## src/rtl/wavegen_stream_if.sv

```systemverilog
// ---------------------------------------------------------------------------
// wavegen_stream_if
// Bundles the configuration, flow-control and sample-stream signals of the
// wavegen_stream waveform generator.
//   master : the controller/FIFO side (drives conf/en/amp/sel/step/len/full,
//            observes wr_en/data/busy/done)
//   slave  : the generator side (the wavegen_stream block itself)
// Signals:
//   conf_i   load-configuration strobe
//   en_i     generation enable (low = pause)
//   amp_i    signed amplitude, AMP_WIDTH bits
//   sel_i    waveform: 0 sine, 1 cosine, 2 triangle, 3 square
//   step_i   phase increment per sample, LUT_ADDR bits
//   len_i    samples per burst, 0 = continuous
//   full_i   downstream FIFO full
//   wr_en_o  FIFO write strobe, one per sample
//   data_o   signed sample, DATA_WIDTH bits
//   busy_o   generator not idle
//   done_o   one-cycle pulse with the last sample of a burst
// ---------------------------------------------------------------------------
interface wavegen_stream_if #(
    parameter int DATA_WIDTH = 16,
    parameter int AMP_WIDTH  = 8,
    parameter int LUT_ADDR   = 6
);
    logic                         conf_i;
    logic                         en_i;
    logic signed [AMP_WIDTH-1:0]  amp_i;
    logic        [1:0]            sel_i;
    logic        [LUT_ADDR-1:0]   step_i;
    logic        [15:0]           len_i;
    logic                         full_i;
    logic                         wr_en_o;
    logic signed [DATA_WIDTH-1:0] data_o;
    logic                         busy_o;
    logic                         done_o;

    modport master (
        output conf_i, en_i, amp_i, sel_i, step_i, len_i, full_i,
        input  wr_en_o, data_o, busy_o, done_o
    );

    modport slave (
        input  conf_i, en_i, amp_i, sel_i, step_i, len_i, full_i,
        output wr_en_o, data_o, busy_o, done_o
    );
endinterface

```

## src/rtl/wavegen_stream.sv

```systemverilog
// ---------------------------------------------------------------------------
// wavegen_stream
// Streaming waveform generator. A configuration strobe latches amplitude,
// waveform shape, phase step and burst length; the generator then walks a
// phase accumulator over N = 2^LUT_ADDR points per period and writes one
// scaled sample into a downstream FIFO per advancing cycle.
//
// Ports:
//   clk   clock, rising edge
//   rst   asynchronous active-high reset
//   bus   wavegen_stream_if.slave (conf/en/amp/sel/step/len/full in,
//         wr_en/data/busy/done out, all outputs registered)
//
// Configuration macro:
//   WAVEGEN_SATURATE_EN  defined   -> scaled sample clamped to the signed
//                                     DATA_WIDTH range
//                        undefined -> low DATA_WIDTH bits kept (wrap)
// ---------------------------------------------------------------------------
module wavegen_stream #(
    parameter int DATA_WIDTH = 16,
    parameter int AMP_WIDTH  = 8,
    parameter int LUT_ADDR   = 6
) (
    input  logic            clk,
    input  logic            rst,
    wavegen_stream_if.slave bus
);
    localparam int N      = 2 ** LUT_ADDR;
    localparam int PROD_W = DATA_WIDTH + AMP_WIDTH;
    // Triangle slope: one full swing (2^DATA_WIDTH) over half a period.
    localparam int TRI_SH = DATA_WIDTH - LUT_ADDR + 1;

    localparam logic signed [DATA_WIDTH-1:0] WMAX = {1'b0, {(DATA_WIDTH-1){1'b1}}};
    localparam logic signed [DATA_WIDTH-1:0] WMIN = {1'b1, {(DATA_WIDTH-1){1'b0}}};
    localparam logic signed [DATA_WIDTH-1:0] WNEG = -WMAX;
    // Quarter period offset used to derive cosine from the sine table.
    localparam logic [LUT_ADDR-1:0] QUARTER = {2'b01, {(LUT_ADDR-2){1'b0}}};

    typedef enum logic [1:0] {
        IDLE  = 2'd0,
        CONFI = 2'd1,
        GEN   = 2'd2
    } state_t;

    state_t state_r;
    state_t state_nxt_s;

    // Latched configuration.
    logic signed [AMP_WIDTH-1:0]  amp_r;
    logic        [1:0]            sel_r;
    logic        [LUT_ADDR-1:0]   step_r;
    logic        [15:0]           len_r;

    // Phase accumulator and emitted-sample counter.
    logic        [LUT_ADDR-1:0]   addr_r;
    logic        [15:0]           count_r;

    // Registered outputs.
    logic                         wr_en_r;
    logic signed [DATA_WIDTH-1:0] data_r;
    logic                         busy_r;
    logic                         done_r;

    // FSM control decodes.
    logic                         latch_s;
    logic                         clear_s;
    logic                         advance_s;
    logic                         last_s;

    // Waveform datapath.
    logic signed [DATA_WIDTH-1:0] sine_rom [N];
    logic        [LUT_ADDR-1:0]   cos_addr_s;
    logic signed [DATA_WIDTH-1:0] tri_base_s;
    logic signed [DATA_WIDTH-1:0] wave_s;
    logic signed [DATA_WIDTH-1:0] sample_s;
`ifdef WAVEGEN_SATURATE_EN
    logic signed [PROD_W-1:0]     shifted_s;
`endif

    // One sine table point, round-half-away-from-zero of full-scale sin().
    function automatic logic signed [DATA_WIDTH-1:0] sine_point(input int a);
        real full_scale;
        real x;
        int  r;
        full_scale = (2.0 ** (DATA_WIDTH - 1)) - 1.0;
        x = full_scale * $sin(2.0 * 3.14159265358979323846 * real'(a) / real'(N));
        if (x >= 0.0) begin
            r = $rtoi(x + 0.5);
        end else begin
            r = -$rtoi(0.5 - x);
        end
        return r[DATA_WIDTH-1:0];
    endfunction

    // Elaboration-time sine table; each entry folds to a constant.
    for (genvar g = 0; g < N; g++) begin : g_rom
        assign sine_rom[g] = sine_point(g);
    end

    // Raw waveform value for the current phase address and selected shape.
    always_comb begin
        cos_addr_s = addr_r + QUARTER;
        // Rising ramp: flipping the MSB of a*2^TRI_SH subtracts 2^(DW-1).
        // The falling half is its bitwise complement (max - (a-N/2)*2^TRI_SH).
        tri_base_s = {addr_r[LUT_ADDR-2:0], {TRI_SH{1'b0}}} ^ WMIN;
        case (sel_r)
            2'd0: wave_s = sine_rom[addr_r];
            2'd1: wave_s = sine_rom[cos_addr_s];
            2'd2: begin
                if (addr_r[LUT_ADDR-1]) begin
                    wave_s = ~tri_base_s;
                end else begin
                    wave_s = tri_base_s;
                end
            end
            2'd3: begin
                if (addr_r[LUT_ADDR-1]) begin
                    wave_s = WNEG;
                end else begin
                    wave_s = WMAX;
                end
            end
            default: wave_s = {DATA_WIDTH{1'b0}};
        endcase
    end

    // Amplitude scaling: full-precision product, floor shift, then reduce.
    always_comb begin
`ifdef WAVEGEN_SATURATE_EN
        shifted_s = (PROD_W'(wave_s) * PROD_W'(amp_r)) >>> (AMP_WIDTH - 1);
        // Overflow when the bits above the sample's sign bit disagree with it.
        if (!shifted_s[PROD_W-1] && (|shifted_s[PROD_W-2:DATA_WIDTH-1])) begin
            sample_s = WMAX;
        end else if (shifted_s[PROD_W-1] && !(&shifted_s[PROD_W-2:DATA_WIDTH-1])) begin
            sample_s = WMIN;
        end else begin
            sample_s = shifted_s[DATA_WIDTH-1:0];
        end
`else
        sample_s = DATA_WIDTH'((PROD_W'(wave_s) * PROD_W'(amp_r)) >>> (AMP_WIDTH - 1));
`endif
    end

    // FSM state register.
    always_ff @(posedge clk or posedge rst) begin
        if (rst) begin
            state_r <= IDLE;
        end else begin
            state_r <= state_nxt_s;
        end
    end

    // FSM next-state logic.
    always_comb begin
        state_nxt_s = state_r;
        case (state_r)
            IDLE: begin
                if (bus.conf_i) begin
                    state_nxt_s = CONFI;
                end else begin
                    state_nxt_s = IDLE;
                end
            end
            CONFI: state_nxt_s = GEN;
            GEN: begin
                if (bus.conf_i) begin
                    state_nxt_s = CONFI;
                end else if (last_s) begin
                    state_nxt_s = IDLE;
                end else begin
                    state_nxt_s = GEN;
                end
            end
            default: state_nxt_s = IDLE;
        endcase
    end

    // FSM output decodes driving the datapath registers.
    always_comb begin
        latch_s   = 1'b0;
        clear_s   = 1'b0;
        advance_s = 1'b0;
        last_s    = 1'b0;
        case (state_r)
            IDLE: latch_s = bus.conf_i;
            CONFI: clear_s = 1'b1;
            GEN: begin
                // A restart request takes priority over emitting a sample.
                latch_s   = bus.conf_i;
                advance_s = bus.en_i && !bus.full_i && !bus.conf_i;
                if (advance_s && (len_r != 16'd0) && (count_r == (len_r - 16'd1))) begin
                    last_s = 1'b1;
                end else begin
                    last_s = 1'b0;
                end
            end
            default: begin
                latch_s   = 1'b0;
                clear_s   = 1'b0;
                advance_s = 1'b0;
                last_s    = 1'b0;
            end
        endcase
    end

    // Configuration, phase/count and output registers.
    always_ff @(posedge clk or posedge rst) begin
        if (rst) begin
            amp_r   <= {AMP_WIDTH{1'b0}};
            sel_r   <= 2'd0;
            step_r  <= {LUT_ADDR{1'b0}};
            len_r   <= 16'd0;
            addr_r  <= {LUT_ADDR{1'b0}};
            count_r <= 16'd0;
            wr_en_r <= 1'b0;
            data_r  <= {DATA_WIDTH{1'b0}};
            busy_r  <= 1'b0;
            done_r  <= 1'b0;
        end else begin
            if (latch_s) begin
                amp_r  <= bus.amp_i;
                sel_r  <= bus.sel_i;
                step_r <= bus.step_i;
                len_r  <= bus.len_i;
            end
            if (clear_s) begin
                addr_r  <= {LUT_ADDR{1'b0}};
                count_r <= 16'd0;
            end else if (advance_s) begin
                addr_r  <= addr_r + step_r;
                count_r <= count_r + 16'd1;
            end
            if (advance_s) begin
                data_r <= sample_s;
            end
            wr_en_r <= advance_s;
            done_r  <= last_s;
            // Tracks the state register so busy drops with the final sample.
            busy_r  <= (state_nxt_s != IDLE);
        end
    end

    assign bus.wr_en_o = wr_en_r;
    assign bus.data_o  = data_r;
    assign bus.busy_o  = busy_r;
    assign bus.done_o  = done_r;
endmodule

```

## src/flat_wrapper.sv

```systemverilog
// flat-port wrapper written by rule: the top's interface ports become plain ports
module wavegen_stream_flat 
#(
    parameter int DATA_WIDTH = 16,
    parameter int AMP_WIDTH  = 8,
    parameter int LUT_ADDR   = 6
)
  (clk, rst, bus_conf_i, bus_en_i, bus_amp_i, bus_sel_i, bus_step_i, bus_len_i, bus_full_i, bus_wr_en_o, bus_data_o, bus_busy_o, bus_done_o);
  wavegen_stream_if #(.DATA_WIDTH(DATA_WIDTH), .AMP_WIDTH(AMP_WIDTH), .LUT_ADDR(LUT_ADDR)) bus_i ();
  input  logic clk;
  input  logic rst;
  input wire logic [$bits(bus_i.conf_i)-1:0] bus_conf_i;
  input wire logic [$bits(bus_i.en_i)-1:0] bus_en_i;
  input wire logic [$bits(bus_i.amp_i)-1:0] bus_amp_i;
  input wire logic [$bits(bus_i.sel_i)-1:0] bus_sel_i;
  input wire logic [$bits(bus_i.step_i)-1:0] bus_step_i;
  input wire logic [$bits(bus_i.len_i)-1:0] bus_len_i;
  input wire logic [$bits(bus_i.full_i)-1:0] bus_full_i;
  output wire logic [$bits(bus_i.wr_en_o)-1:0] bus_wr_en_o;
  output wire logic [$bits(bus_i.data_o)-1:0] bus_data_o;
  output wire logic [$bits(bus_i.busy_o)-1:0] bus_busy_o;
  output wire logic [$bits(bus_i.done_o)-1:0] bus_done_o;
  assign bus_i.conf_i = bus_conf_i;
  assign bus_i.en_i = bus_en_i;
  assign bus_i.amp_i = bus_amp_i;
  assign bus_i.sel_i = bus_sel_i;
  assign bus_i.step_i = bus_step_i;
  assign bus_i.len_i = bus_len_i;
  assign bus_i.full_i = bus_full_i;
  assign bus_wr_en_o = bus_i.wr_en_o;
  assign bus_data_o = bus_i.data_o;
  assign bus_busy_o = bus_i.busy_o;
  assign bus_done_o = bus_i.done_o;
  wavegen_stream #(.DATA_WIDTH(DATA_WIDTH), .AMP_WIDTH(AMP_WIDTH), .LUT_ADDR(LUT_ADDR)) u_core (.clk(clk), .rst(rst), .bus(bus_i));
endmodule
```

## config.mk

```make
export PLATFORM = sky130hd
export DESIGN_NAME = wavegen_stream_flat
export DESIGN_NICKNAME = d
export VERILOG_FILES = /design/src/rtl/wavegen_stream_if.sv /design/src/rtl/wavegen_stream.sv /design/src/flat_wrapper.sv
export SDC_FILE = /design/constraint.sdc
export NUM_CORES = 1
export LEC_CHECK = 0
export CAP_MARGIN = 5
export CORE_MARGIN = 5
export CORE_UTILIZATION = 40
export CTS_CLUSTER_SIZE = 12
export DETAILED_ROUTE_END_ITERATION = 8
export MAX_ROUTING_LAYER = met4
export SYNTH_ARGS = -nofsm -noshare
export SYNTH_HDL_FRONTEND = slang
export SYNTH_SLANG_ARGS = --single-unit
```

## constraint.sdc

```tcl
create_clock -name clk -period 8.01 [get_ports clk]
set_input_delay 1.2015 -clock clk [delete_from_list [all_inputs] [get_ports clk]]
set_output_delay 1.2015 -clock clk [all_outputs]
set_load 0.005 [all_outputs]
```

==> load_flow_metrics.sql, run 1 <==
INSERT INTO impl_metrics (metric_group, metric, value, unit) VALUES
('outcome', 'run_status', 'completed', ''),
('cells_and_area', 'areaGrowthSynthToFinish', '12.1', '%'),
('logic_synthesis', 'synth_area_per_cell', '8.39', 'um^2'),
('logic_synthesis', 'yosys_register_bits', '75', ''),
('cts', 'maximum_level_of_the_cts_h_tree', '3', ''),
('setup_path', 'startpoint_type', 'register', ''),
('timing', 'layout_min_cycle_time', '7.47', 'ns'),
('cts', 'number_of_clock_sinks', '75', ''),
('logic_synthesis', 'synth_area_leader_cell', 'fa_1', ''),
('detailed_routing', 'avgViaCountPerCell', '5.51', ''),
('detailed_routing', 'drt.antenna.violating_nets', '0', ''),
('placement', 'finalWeightedCongestion', '0.943', ''),
('cts', 'root_buffer', 'clkbuf_16', ''),
('timing', 'report.final.slew_viol_count', '0', ''),
('setup_path', 'critPathKind', 'reg2reg', ''),
('logic_synthesis', 'synth_edf_count', '0', ''),
('timing', 'timing.setup.tns', '0', 'ns'),
('timing', 'slew_headroom', '31.8', '%'),
('cts', 'cts_tree', 'built', ''),
('setup_path', 'crit_path_max_incr_delay', '0.61', 'ns'),
('logic_synthesis', 'synth_top_cells_by_area', 'fa_1 19%, dfrtp_1 18%, ha_1 7.4%', ''),
('cells_and_area', 'final_layout_size_suffix_gt1_share', '7.87', '%'),
('floorplan', 'fp-row-count', '58', ''),
('cts', 'cts_inserted_buffers', '9', ''),
('cts', 'path_clk_slew', '0.08', 'ns'),
('detailed_routing', 'dr_wl_met2', '12.8', 'mm'),
('timing', 'fin_skew', '0.0132', 'ns'),
('setup_path', 'cpMaxStageDelayCell', 'dfrtp_2', ''),
('timing', 'max_freq', '0.134', 'GHz'),
('setup_path', 'crit_path_end', 'u_core.bus.data_o[15]', ''),
('setup_path', 'critical_path.most_common_cell', 'fa_1', ''),
('setup_path', 'critical_path_buf_inv_count', '5', ''),
('grt', 'pin_count_of_the_biggest_net_entering_global_routing', '76', ''),
('cells_and_area', 'diodes', '0', ''),
('detailed_routing', 'wirelength', '27.1', 'mm'),
('detailed_routing', 'met1Wirelength', '12.5', 'mm'),
('setup_path', 'worstSetupPathDepth', '22', ''),
('logic_synthesis', 'netlist_instances', '1213', ''),
('run', 'timing.max_cap.violations', '0', ''),
('cts', 'clk-insertion-delay-late', '0.36', 'ns'),
('cells_and_area', 'fill_cells', '2518', ''),
('grt', 'antenna_found_initial', '0', ''),
('power_and_ir_drop', 'p_per_area', '402', 'nW/um^2'),
('logic_synthesis', 'top_flip_flop_cell_by_instance_count_after_synthesis', 'dfrtp_1', ''),
('floorplan', 'die_width', '170', 'um'),
('setup_path', 'worstSetupEndpointType', 'register', ''),
('setup_path', 'setup.reg_to_reg.worst_slack', '0.54', 'ns'),
('timing', 'finalHoldViolCount', '0', ''),
('cells_and_area', 'most-common-layout-cells', '146 x inv_1, 111 x nand2_1, 99 x fa_1, 87 x o21ai_0, 84 x nor2_1', ''),
('setup_path', 'regToRegStartpoint', 'u_core.addr_r[3]', ''),
('cells_and_area', 'mostFrequentLayoutCell', 'inv_1', ''),
('setup_path', 'reg2regPathDepth', '22', ''),
('floorplan', 'die_area', '28700', 'um^2'),
('timing', 'worst_pin_slew', '1.02', 'ns'),
('setup_path', 'timing.critical_path.fanout_max', '21', ''),
('cts', 'cts-root-to-sink-buffers', '2', ''),
('timing', 'setup-violations-final', '0', ''),
('grt', 'grt_pass1_wl', '45.3', 'mm'),
('timing', 'hold-worst-slack', '0.477', 'ns'),
('grt', 'leftover_overflow_at_the_end_of_global_routing', '0', ''),
('placement', 'place.port_buffers', '55', ''),
('power_and_ir_drop', 'vdd_ir_max', '0.375', 'mV'),
('detailed_routing', 'detailroute.wirelength.met3', '1.39', 'mm'),
('cells_and_area', 'fin_nets', '1437', ''),
('detailed_routing', 'topRoutingLayerUsed', 'met4', ''),
('logic_synthesis', 'seq_area_frac_synth', '18.4', '%'),
('floorplan', 'floorplan.initialDensity', '40.5', '%'),
('floorplan', 'die_h', '170', 'um'),
('floorplan', 'num_io_pins', '56', ''),
('hold_path', 'hp-class', 'reg2reg', ''),
('setup_path', 'cp_cell_sequence', 'buf_4 > clkinv_1 > nor2_1 > mux4_2 > o21ai_0 > a221o_1 > or2_2 > fa_1 > inv_1 > fa_1 > fa_1 > inv_1 > fa_1 > inv_1 > ha_1 > nand2_1 > nor4b_1 > a21oi_1 > o211ai_1 > a311oi_2 > o2111ai_1 > or3b_2', '');
-- worst register-to-register path, stage by stage (launching register included) --
cell	delay (ns)
dfrtp_2	0.61
buf_4	0.34
clkinv_1	0.35
nor2_1	0.33
mux4_2	0.37
o21ai_0	0.10
a221o_1	0.51
or2_2	0.34
fa_1	0.51
inv_1	0.05
fa_1	0.50
fa_1	0.55
inv_1	0.05
fa_1	0.52
inv_1	0.04
ha_1	0.31
nand2_1	0.08
nor4b_1	0.29
a21oi_1	0.21
o211ai_1	0.38
a311oi_2	0.22
o2111ai_1	0.21
or3b_2	0.45
-- where the power goes --
part,internal [uW],switching (uW)
Sequential,440,69.5
Clock,223,219
Combinational,1610,2030
Total,2280,2320
-- cells in the mapped netlist, types with 23 or more instances --
master      n
inv_1     147
nand2_1   111
fa_1       99
o21ai_0    87
nor2_1     84
dfrtp_1    75
ha_1       60
a21oi_1    59
and2_1     54
clkbuf_1   53
xnor2_1    38
nand3_1    28
mux2_2     23
nand2b_1   23
-- registers in the layout, indices dropped and copies added, names as in the netlist --
name and cells:
u_core.addr_r 6, u_core.len_r 16, u_core.amp_r 8, u_core.step_r 6, u_core.bus.data_o 16, u_core.bus.done_o 1, u_core.bus.wr_en_o 1, u_core.bus.busy_o 1
u_core.state_r 2, u_core.count_r 16, u_core.sel_r 2
-- metal layers --
layer	GRT usage (%)	vias to the layer above
li1	-	4150
met1	26.6	4250
met2	32.0	245
met3	2.84	32
met4	4.73	0
met5	-	-
-- worst min path at each step --
stage | cells past startpoint | start | slack [ns] | to
6_report | 2 | u_core.bus.data_o[2] | 0.48 | u_core.bus.data_o[2]
5_1_grt | 2 | u_core.bus.data_o[3] | 0.51 | u_core.bus.data_o[3]
4_1_cts | 2 | u_core.bus.data_o[2] | 0.49 | u_core.bus.data_o[2]
3_5_place_dp | 2 | u_core.bus.data_o[2] | 0.47 | u_core.bus.data_o[2]
3_3_place_gp | 2 | u_core.bus.data_o[6] | 0.46 | u_core.bus.data_o[6]
2_1_floorplan | 2 | u_core.bus.data_o[0] | 0.47 | u_core.bus.data_o[0]
-- area by class of cell --
| type | count | area, um^2 | share of cell area [%] |
|---|---|---|---|
| clock inverters | 7 | 77.6 | 0.680 |
| well taps | 330 | 413 | 3.62 |
| repair buffers | 84 | 768 | 6.73 |
| clock buffers | 9 | 225 | 1.97 |
| inverters | 151 | 568 | 4.98 |
| flip-flops and latches | 75 | 1880 | 16.5 |
| multi-input cells | 920 | 7480 | 65.6 |
-- metrics by stage --
| stage | instances | total power (uW) | area, um^2 | util (%) | setup slack, ns |
|---|---|---|---|---|---|
| floorplan | 1213 | 3340 | 10200 | - | 0.796 |
| CTS | 1576 | 4640 | 11400 | 45.4 | 0.388 |
| global route | 1576 | 5230 | 11400 | 45.4 | 0.0370 |
| detailed placement | 1560 | 4160 | 11100 | 44.2 | 0.438 |
| global placement | 1560 | 4140 | 11100 | 44.2 | 0.588 |
| finish | 1576 | 4590 | 11400 | 45.4 | 0.538 |
-- what timing repair did --
action / in CTS / in global routing
gates resized for setup: 0 / 2
endpoints found under the setup margin: 0 / 1
endpoints found under the hold margin: 0 / 0
-- kinds of logic after synthesis --
logic type	count (synthesis)	synth area share (%)
simple gates	392	19.3
flops	75	18.4
compound gates	267	16.6
buf+inv	218	8.19
fa+ha+maj	159	26.8
xor+xnor	56	4.82
mux	46	5.79
No activity file was read; power rests on OpenSTA's default activity.
==> run 2: changes to the inputs <==
--- a/config.mk
+++ b/config.mk
@@ -11,6 +11,7 @@
 export CTS_CLUSTER_SIZE = 12
 export DETAILED_ROUTE_END_ITERATION = 8
 export MAX_ROUTING_LAYER = met4
+export SLEW_MARGIN = 10
 export SYNTH_ARGS = -nofsm -noshare
 export SYNTH_HDL_FRONTEND = slang
 export SYNTH_SLANG_ARGS = --single-unit
==> results of run 2 <==
The final DEF is identical to that of run 1; final timing and power are the same.
==> run 3: changes to the inputs <==
--- a/config.mk
+++ b/config.mk
@@ -8,7 +8,6 @@
 export CAP_MARGIN = 5
 export CORE_MARGIN = 5
 export CORE_UTILIZATION = 40
-export CTS_CLUSTER_SIZE = 12
 export DETAILED_ROUTE_END_ITERATION = 8
 export MAX_ROUTING_LAYER = met4
 export SLEW_MARGIN = 10
==> results of run 3 <==
The final DEF is identical to that of run 1; final timing and power are the same.
